File: config.mk
export PLATFORM = sky130hd
export DESIGN_NAME = mul_round_stage_flat
export DESIGN_NICKNAME = d
export VERILOG_FILES = /design/src/rtl/mul_pkg.sv /design/src/rtl/mul_round_stage_if.sv /design/src/rtl/mul_round_inc.sv /design/src/rtl/mul_round_stage.sv /design/src/flat_wrapper.sv
export SDC_FILE = /design/constraint.sdc
export NUM_CORES = 1
export LEC_CHECK = 0
export BUFFER_PORTS_ARGS = -buffer_cell sky130_fd_sc_hd__buf_2
export CORE_ASPECT_RATIO = 1.75
export CORE_MARGIN = 2
export CORE_UTILIZATION = 56
export DETAILED_ROUTE_END_ITERATION = 8
export PLACE_DENSITY = 0.85
export SYNTH_ARGS = -nofsm -noshare
export SYNTH_HDL_FRONTEND = slang
export SYNTH_HIERARCHICAL = 1
export SYNTH_SLANG_ARGS = --single-unit
export TNS_END_PERCENT = 1
File: constraint.sdc
create_clock -name clk -period 7.8 [get_ports clk]
set_clock_uncertainty 0.2 [all_clocks]
set_input_delay 0.78 -clock clk [delete_from_list [all_inputs] [get_ports clk]]
set_output_delay 0.78 -clock clk [all_outputs]
set_load 0.05 [all_outputs]
File: src/rtl/mul_pkg.sv
// Shared types for the FP multiplier normalise/round stage: widths, rounding modes,
// per-stage payload structs and the round-increment rule.
package mul_pkg;

   localparam int EXPO_W = 8;
   localparam int MANT_W = 23;
   localparam int EXPO_I = EXPO_W + 2;
   localparam int PROD_W = 2 * MANT_W + 2;

   // Largest finite biased exponent is EXPO_MAX-1; EXPO_MAX itself is inf/NaN.
   localparam logic [EXPO_I-1:0] EXPO_MAX  = EXPO_I'((1 << EXPO_W) - 1);
   localparam logic [EXPO_I-1:0] EXPO_ZERO = '0;

   typedef enum logic [1:0] {
      RTZ = 2'b00,
      RDN = 2'b01,
      RUP = 2'b10,
      RNE = 2'b11
   } rnd_mode_e;

   typedef struct packed {
      logic              sign;
      logic [EXPO_I-1:0] expo;
      logic [MANT_W-1:0] frac;
      logic              g;
      logic              s;
      logic              isZero;
      logic              isInfNan;
      logic              signNan;
      logic [MANT_W-1:0] mantNan;
      rnd_mode_e         rnd;
   } stage_a_t;

   typedef struct packed {
      logic              isInfNan;
      logic              signNan;
      logic [MANT_W-1:0] mantNan;
      logic              overflow;
      rnd_mode_e         rnd;
      logic              sign;
      logic [EXPO_W-1:0] expo;
      logic [MANT_W-1:0] mant;
      logic              underflow;
   } stage_b_t;

   function automatic logic roundInc(input rnd_mode_e rnd, input logic lsb,
                                     input logic g, input logic s, input logic sign);
      logic inc;
      inc = 1'b0;
      case (rnd)
         RTZ:     inc = 1'b0;
         RDN:     inc = (g | s) & sign;
         RUP:     inc = (g | s) & ~sign;
         RNE:     inc = g & (s | lsb);
         default: inc = 1'b0;
      endcase
      return inc;
   endfunction

endpackage

File: src/rtl/mul_round_stage_if.sv
// Handshake and payload bundle between the partial-product stage, this normalise/round
// stage and the result mux. The stage itself uses the slave view.
interface mul_round_stage_if;
   import mul_pkg::*;

   logic              in_valid;
   logic              in_ready;
   logic              in_sign;
   logic [EXPO_I-1:0] in_expo;
   logic [PROD_W-1:0] in_prod;
   logic              in_is_zero;
   logic              in_is_inf_nan;
   logic              in_sign_nan;
   logic [MANT_W-1:0] in_mant_nan;
   logic [1:0]        in_rnd;

   logic              out_valid;
   logic              out_ready;
   logic              is_inf_nan;
   logic              sign_nan;
   logic [MANT_W-1:0] mant_4;
   logic              overflow;
   logic [1:0]        rnd;
   logic              sign_1;
   logic [EXPO_W-1:0] expo_3;
   logic [MANT_W-1:0] mant_3;
   logic              underflow;

   modport master (
      output in_valid, in_sign, in_expo, in_prod, in_is_zero, in_is_inf_nan,
             in_sign_nan, in_mant_nan, in_rnd, out_ready,
      input  in_ready, out_valid, is_inf_nan, sign_nan, mant_4, overflow, rnd,
             sign_1, expo_3, mant_3, underflow
   );

   modport slave (
      input  in_valid, in_sign, in_expo, in_prod, in_is_zero, in_is_inf_nan,
             in_sign_nan, in_mant_nan, in_rnd, out_ready,
      output in_ready, out_valid, is_inf_nan, sign_nan, mant_4, overflow, rnd,
             sign_1, expo_3, mant_3, underflow
   );

endinterface

File: src/rtl/mul_round_inc.sv
// Applies the rounding increment to a fraction; shared with the add pipe's round stage.
module mul_round_inc
   import mul_pkg::*;
(
   input  logic [MANT_W-1:0] frac_i,
   input  logic              g_i,
   input  logic              s_i,
   input  logic              sign_i,
   input  rnd_mode_e         rnd_i,
   output logic [MANT_W-1:0] frac_o,
   output logic              carry_o
);

   logic inc;

   assign inc               = roundInc(rnd_i, frac_i[0], g_i, s_i, sign_i);
   assign {carry_o, frac_o} = {1'b0, frac_i} + {{MANT_W{1'b0}}, inc};

endmodule

File: src/rtl/mul_round_stage.sv
// Normalise (stage A) and round/range-check (stage B) of the FP multiplier, as a
// two-deep valid/ready pipeline whose stage-B registers drive the result mux directly.
module mul_round_stage
   import mul_pkg::*;
(
   input  logic               clk,
   input  logic               rst,
   mul_round_stage_if.slave   bus
);

   logic     validA_q, validA_d;
   logic     validB_q, validB_d;
   stage_a_t stageA_q, stageA_d;
   stage_b_t stageB_q, stageB_d;

   logic              loadB;
   logic              inFire;
   logic [MANT_W-1:0] fracR;
   logic              carry;
   logic [EXPO_I-1:0] expoR;
   logic              special;
   logic              expoHigh;
   logic              expoLow;

   assign loadB        = !validB_q || bus.out_ready;
   assign bus.in_ready = !validA_q || loadB;
   assign inFire       = bus.in_valid && bus.in_ready;

   // A product in [2,4) is shifted right once; the dropped bit lands in the sticky.
   always_comb begin
      stageA_d = stageA_q;
      validA_d = validA_q;
      if (inFire) begin
         validA_d          = 1'b1;
         stageA_d.sign     = bus.in_sign;
         stageA_d.isZero   = bus.in_is_zero;
         stageA_d.isInfNan = bus.in_is_inf_nan;
         stageA_d.signNan  = bus.in_sign_nan;
         stageA_d.mantNan  = bus.in_mant_nan;
         stageA_d.rnd      = rnd_mode_e'(bus.in_rnd);
         if (bus.in_prod[PROD_W-1]) begin
            stageA_d.expo = bus.in_expo + EXPO_I'(1);
            stageA_d.frac = bus.in_prod[2*MANT_W -: MANT_W];
            stageA_d.g    = bus.in_prod[MANT_W];
            stageA_d.s    = |bus.in_prod[MANT_W-1:0];
         end else begin
            stageA_d.expo = bus.in_expo;
            stageA_d.frac = bus.in_prod[2*MANT_W-1 -: MANT_W];
            stageA_d.g    = bus.in_prod[MANT_W-1];
            stageA_d.s    = |bus.in_prod[MANT_W-2:0];
         end
      end else if (loadB) begin
         validA_d = 1'b0;
      end
   end

   mul_round_inc u_round (
      .frac_i  (stageA_q.frac),
      .g_i     (stageA_q.g),
      .s_i     (stageA_q.s),
      .sign_i  (stageA_q.sign),
      .rnd_i   (stageA_q.rnd),
      .frac_o  (fracR),
      .carry_o (carry)
   );

   assign expoR    = stageA_q.expo + EXPO_I'(carry);
   assign special  = stageA_q.isInfNan || stageA_q.isZero;
   assign expoHigh = $signed(expoR) >= $signed(EXPO_MAX);
   assign expoLow  = $signed(expoR) <= $signed(EXPO_ZERO);

   // B only captures real beats so idle cycles never disturb the held outputs.
   always_comb begin
      stageB_d = stageB_q;
      validB_d = validB_q;
      if (loadB) begin
         validB_d = validA_q;
         if (validA_q) begin
            stageB_d.isInfNan  = stageA_q.isInfNan;
            stageB_d.signNan   = stageA_q.signNan;
            stageB_d.mantNan   = stageA_q.mantNan;
            stageB_d.rnd       = stageA_q.rnd;
            stageB_d.sign      = stageA_q.sign;
            stageB_d.overflow  = expoHigh && !special;
            stageB_d.underflow = expoLow && !special;
            if (special || expoLow) begin
               stageB_d.expo = '0;
               stageB_d.mant = '0;
            end else begin
               stageB_d.expo = expoR[EXPO_W-1:0];
               stageB_d.mant = fracR;
            end
         end
      end
   end

   always_ff @(posedge clk) begin
      if (rst) begin
         validA_q <= 1'b0;
         validB_q <= 1'b0;
         stageA_q <= '0;
         stageB_q <= '0;
      end else begin
         validA_q <= validA_d;
         validB_q <= validB_d;
         stageA_q <= stageA_d;
         stageB_q <= stageB_d;
      end
   end

   assign bus.out_valid  = validB_q;
   assign bus.is_inf_nan = stageB_q.isInfNan;
   assign bus.sign_nan   = stageB_q.signNan;
   assign bus.mant_4     = stageB_q.mantNan;
   assign bus.overflow   = stageB_q.overflow;
   assign bus.rnd        = stageB_q.rnd;
   assign bus.sign_1     = stageB_q.sign;
   assign bus.expo_3     = stageB_q.expo;
   assign bus.mant_3     = stageB_q.mant;
   assign bus.underflow  = stageB_q.underflow;

endmodule

File: src/flat_wrapper.sv
// flat-port wrapper written by rule: the top's interface ports become plain ports
module mul_round_stage_flat import mul_pkg::*;
  (clk, rst, bus_in_valid, bus_in_sign, bus_in_expo, bus_in_prod, bus_in_is_zero, bus_in_is_inf_nan, bus_in_sign_nan, bus_in_mant_nan, bus_in_rnd, bus_out_ready, bus_in_ready, bus_out_valid, bus_is_inf_nan, bus_sign_nan, bus_mant_4, bus_overflow, bus_rnd, bus_sign_1, bus_expo_3, bus_mant_3, bus_underflow);
  mul_round_stage_if bus_i ();
  input  logic clk;
  input  logic rst;
  input wire logic [$bits(bus_i.in_valid)-1:0] bus_in_valid;
  input wire logic [$bits(bus_i.in_sign)-1:0] bus_in_sign;
  input wire logic [$bits(bus_i.in_expo)-1:0] bus_in_expo;
  input wire logic [$bits(bus_i.in_prod)-1:0] bus_in_prod;
  input wire logic [$bits(bus_i.in_is_zero)-1:0] bus_in_is_zero;
  input wire logic [$bits(bus_i.in_is_inf_nan)-1:0] bus_in_is_inf_nan;
  input wire logic [$bits(bus_i.in_sign_nan)-1:0] bus_in_sign_nan;
  input wire logic [$bits(bus_i.in_mant_nan)-1:0] bus_in_mant_nan;
  input wire logic [$bits(bus_i.in_rnd)-1:0] bus_in_rnd;
  input wire logic [$bits(bus_i.out_ready)-1:0] bus_out_ready;
  output wire logic [$bits(bus_i.in_ready)-1:0] bus_in_ready;
  output wire logic [$bits(bus_i.out_valid)-1:0] bus_out_valid;
  output wire logic [$bits(bus_i.is_inf_nan)-1:0] bus_is_inf_nan;
  output wire logic [$bits(bus_i.sign_nan)-1:0] bus_sign_nan;
  output wire logic [$bits(bus_i.mant_4)-1:0] bus_mant_4;
  output wire logic [$bits(bus_i.overflow)-1:0] bus_overflow;
  output wire logic [$bits(bus_i.rnd)-1:0] bus_rnd;
  output wire logic [$bits(bus_i.sign_1)-1:0] bus_sign_1;
  output wire logic [$bits(bus_i.expo_3)-1:0] bus_expo_3;
  output wire logic [$bits(bus_i.mant_3)-1:0] bus_mant_3;
  output wire logic [$bits(bus_i.underflow)-1:0] bus_underflow;
  assign bus_i.in_valid = bus_in_valid;
  assign bus_i.in_sign = bus_in_sign;
  assign bus_i.in_expo = bus_in_expo;
  assign bus_i.in_prod = bus_in_prod;
  assign bus_i.in_is_zero = bus_in_is_zero;
  assign bus_i.in_is_inf_nan = bus_in_is_inf_nan;
  assign bus_i.in_sign_nan = bus_in_sign_nan;
  assign bus_i.in_mant_nan = bus_in_mant_nan;
  assign bus_i.in_rnd = bus_in_rnd;
  assign bus_i.out_ready = bus_out_ready;
  assign bus_in_ready = bus_i.in_ready;
  assign bus_out_valid = bus_i.out_valid;
  assign bus_is_inf_nan = bus_i.is_inf_nan;
  assign bus_sign_nan = bus_i.sign_nan;
  assign bus_mant_4 = bus_i.mant_4;
  assign bus_overflow = bus_i.overflow;
  assign bus_rnd = bus_i.rnd;
  assign bus_sign_1 = bus_i.sign_1;
  assign bus_expo_3 = bus_i.expo_3;
  assign bus_mant_3 = bus_i.mant_3;
  assign bus_underflow = bus_i.underflow;
  mul_round_stage u_core (.clk(clk), .rst(rst), .bus(bus_i));
endmodule
==> metrics.txt <==
# TYPE chip_impl_metric gauge
chip_impl_metric{name="timing.critical_path.buf_inv",unit=""} 1
chip_impl_info{name="crit_path_end_kind",value="flop"} 1
chip_impl_metric{name="initial_core_util",unit="%"} 57.05
chip_impl_metric{name="clkSinkCount",unit=""} 127
chip_impl_metric{name="vdd_ir_drop_max",unit="mV"} 0.1830
chip_impl_info{name="timing.rr.start",value="u_core/stageA_q[0]"} 1
chip_impl_info{name="cts_tree",value="yes"} 1
chip_impl_info{name="critPathKind",value="flop to flop"} 1
chip_impl_metric{name="number_of_global_route_vias_before_repair",unit=""} 4699
chip_impl_metric{name="syn-mean-instance-area",unit="um2"} 8.754
chip_impl_info{name="ys_dominant_reg_cell",value="sky130_fd_sc_hd__dfxtp_1"} 1
chip_impl_metric{name="buffer_ports.inserted",unit=""} 153
chip_impl_metric{name="antenna_cells",unit=""} 0
chip_impl_metric{name="num_rows",unit=""} 48
chip_impl_metric{name="yosysUniqueCellTypes",unit=""} 44
chip_impl_metric{name="cts_buffers",unit=""} 17
chip_impl_info{name="clock_tree.root_cell",value="sky130_fd_sc_hd__clkbuf_16"} 1
chip_impl_metric{name="setup_viol_count_final",unit=""} 0
chip_impl_metric{name="gp_routability_congestion",unit=""} 0.8862
chip_impl_metric{name="clockBufferDepth",unit=""} 2
chip_impl_metric{name="power-per-cell-area",unit="mW/mm2"} 245.3
chip_impl_metric{name="p_leak",unit="nW"} 3.065
chip_impl_metric{name="synth_top_cell_area_share",unit="%"} 45.81
chip_impl_info{name="cpLargestDelayFamily",value="compound AO/OA/AOI/OAI gates"} 1
chip_impl_info{name="yosysMostFrequentCell",value="sky130_fd_sc_hd__nand2_1"} 1
chip_impl_metric{name="syn-num-nets",unit=""} 734
chip_impl_metric{name="drive_above_1_share",unit="%"} 25.71
chip_impl_metric{name="grt_overflow_total",unit=""} 0
chip_impl_metric{name="final.min_clock_period",unit="ns"} 4.552
chip_impl_metric{name="synth_seq_area_share",unit="%"} 45.81
chip_impl_metric{name="max_capacitance_violation_total",unit=""} 0
chip_impl_metric{name="placement.cell_area",unit="mm2"} 0.006329
chip_impl_metric{name="ys_async_sr_fraction",unit="%"} 0
chip_impl_metric{name="grt_usage",unit="%"} 25.15
chip_impl_metric{name="worst_skew_pair.late_latency",unit="ns"} 0.40
chip_impl_metric{name="drc",unit=""} 0
chip_impl_metric{name="worst_path_largest_cell_delay",unit="ns"} 0.47
chip_impl_info{name="critical_path.startpoint",value="u_core/stageA_q[0]"} 1
chip_impl_metric{name="maxSlewViolCount",unit=""} 0
chip_impl_metric{name="slew_headroom",unit="%"} 17.42
chip_impl_metric{name="final_area",unit="mm2"} 0.006955
chip_impl_info{name="leading_area_contributor_after_synthesis",value="sky130_fd_sc_hd__dfxtp_1"} 1
chip_impl_info{name="hold_start",value="u_core/bus.expo_3[4]"} 1
chip_impl_metric{name="die_y",unit="um"} 135.7
chip_impl_metric{name="post_cts.resized_instances",unit=""} 0
chip_impl_metric{name="postRouteWirelength",unit="um"} 13430
chip_impl_info{name="synth.top_cells.by_count",value="137 x sky130_fd_sc_hd__nand2_1, 127 x sky130_fd_sc_hd__dfxtp_1, 60 x sky130_fd_sc_hd__a21oi_1"} 1
chip_impl_info{name="rsz0062_at_grt",value="no"} 1
chip_impl_metric{name="drt-pass1-iter-count",unit=""} 5
chip_impl_info{name="cpMaxStageDelayCell",value="sky130_fd_sc_hd__o31ai_1"} 1
chip_impl_metric{name="worst-slew-pin-transition",unit="ns"} 1.237
chip_impl_info{name="crit_top_cell",value="sky130_fd_sc_hd__ha_1"} 1
chip_impl_metric{name="min_period_over_period",unit="%"} 58.36
chip_impl_metric{name="vias",unit=""} 4967
chip_impl_metric{name="post_cts_hold_buffer_count",unit=""} 0
chip_impl_metric{name="finish.net_count",unit=""} 867
chip_impl_metric{name="cp_data_arrival_time",unit="ns"} 4.64
chip_impl_metric{name="yosys_register_bits",unit=""} 127
chip_impl_metric{name="timing.setup.tns",unit="ns"} 0
chip_impl_metric{name="placeableCoreArea",unit="mm2"} 0.009729
chip_impl_info{name="path_cells",value="inv_1 -> ha_1 -> xor2_1 -> a21o_1 -> a21oi_1 -> nor3_1 -> ha_1 -> nand4_1 -> nor4_4 -> and3_1 -> ha_1 -> ha_1 -> nor2_1 -> nand3_1 -> o31ai_1 -> a31oi_4 -> a22o_1"} 1
chip_impl_info{name="timing.hold.worst.class",value="flop to flop"} 1
chip_impl_metric{name="first_iter_violations",unit=""} 323
chip_impl_metric{name="grt_first_pass_wirelength",unit="um"} 21630
chip_impl_info{name="status",value="finished clean"} 1
chip_impl_metric{name="synth_area",unit="mm2"} 0.005550
chip_impl_metric{name="number_of_warnings_issued_by_yosys",unit=""} 6
chip_impl_metric{name="post_synthesis_cell_count",unit=""} 634
chip_impl_metric{name="cp_data_required_time",unit="ns"} 7.89
chip_impl_metric{name="timing.fmax",unit="MHz"} 219.7
chip_impl_metric{name="synthToLayoutAreaGrowth",unit="%"} 25.32
chip_impl_metric{name="hpwlAfterDp",unit="um"} 9342
chip_impl_metric{name="route.detailed.wl_per_inst",unit="um"} 14.87
chip_impl_metric{name="vias_per_cell",unit=""} 5.501
chip_impl_metric{name="fin_util",unit="%"} 71.49
chip_impl_metric{name="grt_max_degree",unit=""} 98
chip_impl_metric{name="postRouteAntennaNets",unit=""} 0
chip_impl_metric{name="antenna_found_initial",unit=""} 0
chip_impl_metric{name="path_clk_slew",unit="ns"} 0.05
chip_impl_metric{name="total_power",unit="mW"} 1.706
chip_impl_metric{name="synth-edff-count",unit=""} 0
chip_impl_info{name="crit_path_start_kind",value="flop"} 1
chip_impl_metric{name="cts_htree_levels",unit=""} 4
chip_impl_metric{name="dieArea",unit="mm2"} 0.01075
chip_impl_info{name="synth_top_cells_by_area",value="sky130_fd_sc_hd__dfxtp_1 46%, sky130_fd_sc_hd__nand2_1 9.3%, sky130_fd_sc_hd__a21oi_1 5.4%"} 1
chip_impl_metric{name="dieWidth",unit="um"} 79.26
chip_impl_metric{name="post_cts.repair.setup_buffers",unit=""} 0
chip_impl_metric{name="pin_count",unit=""} 154
chip_impl_metric{name="timing.final.hold_violations",unit=""} 0
chip_impl_metric{name="critPathMaxFanout",unit=""} 23
[sequential cells by signal (all words and copies together) (netlist names)]
| register | count |
|---|---|
| u_core/bus.is_inf_nan | 1 |
| u_core/bus.expo_3 | 8 |
| u_core/validA_q | 1 |
| u_core/bus.mant_4 | 23 |
| u_core/bus.mant_3 | 23 |
| u_core/bus.sign_1 | 1 |
| u_core/bus.underflow | 1 |
| u_core/stageA_q | 64 |
| u_core/bus.overflow | 1 |
| u_core/bus.out_valid | 1 |
| u_core/bus.sign_nan | 1 |
| u_core/bus.rnd | 2 |
[layout by cell type, fill, tap and decap left out, drive strengths merged, types with 2 or more instances in the layout]
master  instances
nor3            5
nor4            9
inv             4
nand4          14
o21ai           5
mux2i          25
nand2         137
o31ai           2
bufinv          3
a21oi          60
and2            2
nor2           52
or3             2
nand3          15
clkbuf         26
and3            4
buf           157
and4            2
a211oi         35
ha              9
xnor2          22
dfxtp         127
a21o            2
nor2b           2
xor2           20
a22o           28
[through the flow]
stage	hold WS, ns	cells	setup WS [ns]
finish	0.2532	903	3.248
global route	0.2661	903	2.955
CTS	0.2551	903	3.319
detailed placement	0.2448	873	3.358
global placement	0.2377	873	3.593
floorplan	0.2322	634	4.021
[final timing paths]
check | endpoint | slack (ns) | cells after the start
worst min register to register | u_core/bus.expo_3[4] | 0.25 | 2
worst max-delay path | u_core/bus.mant_3[18] | 3.25 | 17
worst max register to register | u_core/bus.mant_3[18] | 3.25 | 17
worst min-delay path | u_core/bus.expo_3[4] | 0.25 | 2
[worst reg2reg max path, stage by stage (launching register included)]
cell and delay, ns:
sky130_fd_sc_hd__dfxtp_1 0.37, sky130_fd_sc_hd__inv_1 0.08, sky130_fd_sc_hd__ha_1 0.21, sky130_fd_sc_hd__xor2_1 0.17, sky130_fd_sc_hd__a21o_1 0.15, sky130_fd_sc_hd__a21oi_1 0.07
sky130_fd_sc_hd__nor3_1 0.22, sky130_fd_sc_hd__ha_1 0.25, sky130_fd_sc_hd__nand4_1 0.22, sky130_fd_sc_hd__nor4_4 0.28, sky130_fd_sc_hd__and3_1 0.21, sky130_fd_sc_hd__ha_1 0.26
sky130_fd_sc_hd__ha_1 0.30, sky130_fd_sc_hd__nor2_1 0.18, sky130_fd_sc_hd__nand3_1 0.12, sky130_fd_sc_hd__o31ai_1 0.47, sky130_fd_sc_hd__a31oi_4 0.38, sky130_fd_sc_hd__a22o_1 0.30
[cell families (layout without fill, tap and decap cells)]
logic type               after synthesis  count (layout)  synth area share [%]
AND/OR/NAND/NOR                      247             247                 20.83
AO/OA/AOI/OAI                        137             137                 16.50
adder cells (fa/ha/maj)                9               9                 2.029
flip-flops                           127             127                 45.81
multiplexers                          25              25                 4.509
XOR/XNOR                              42              42                 6.628
buffers and inverters                 47             191                 3.697
[per-layer routing]
metal / track usage [%] / part of all wire, % / vias up
met5: 0 / 0 / -
li1: - / - / 2470
met1: 28.39 / 40 / 2309
met4: 12.36 / 2.0 / 0
met2: 44.16 / 52 / 167
met3: 5.400 / 5.3 / 21
[layout make-up]
type | count | area (um2)
Tap cell | 125 | 156.4
Fill cell | 734 | 2774
Multi-Input combinational cell | 460 | 2819
Sequential cell | 127 | 2542
Clock inverter | 4 | 97.59
Inverter | 4 | 15.01
Clock buffer | 26 | 529.3
Timing Repair Buffer | 157 | 795.8
[power by group]
group          leakage (nW)  switching, mW  total [mW]  internal, mW
sequential             1.04         0.0309       0.711         0.680
clock                 0.305          0.262       0.821         0.559
combinational          1.72          0.109       0.174        0.0649
(Power assumes the default switching activity.)
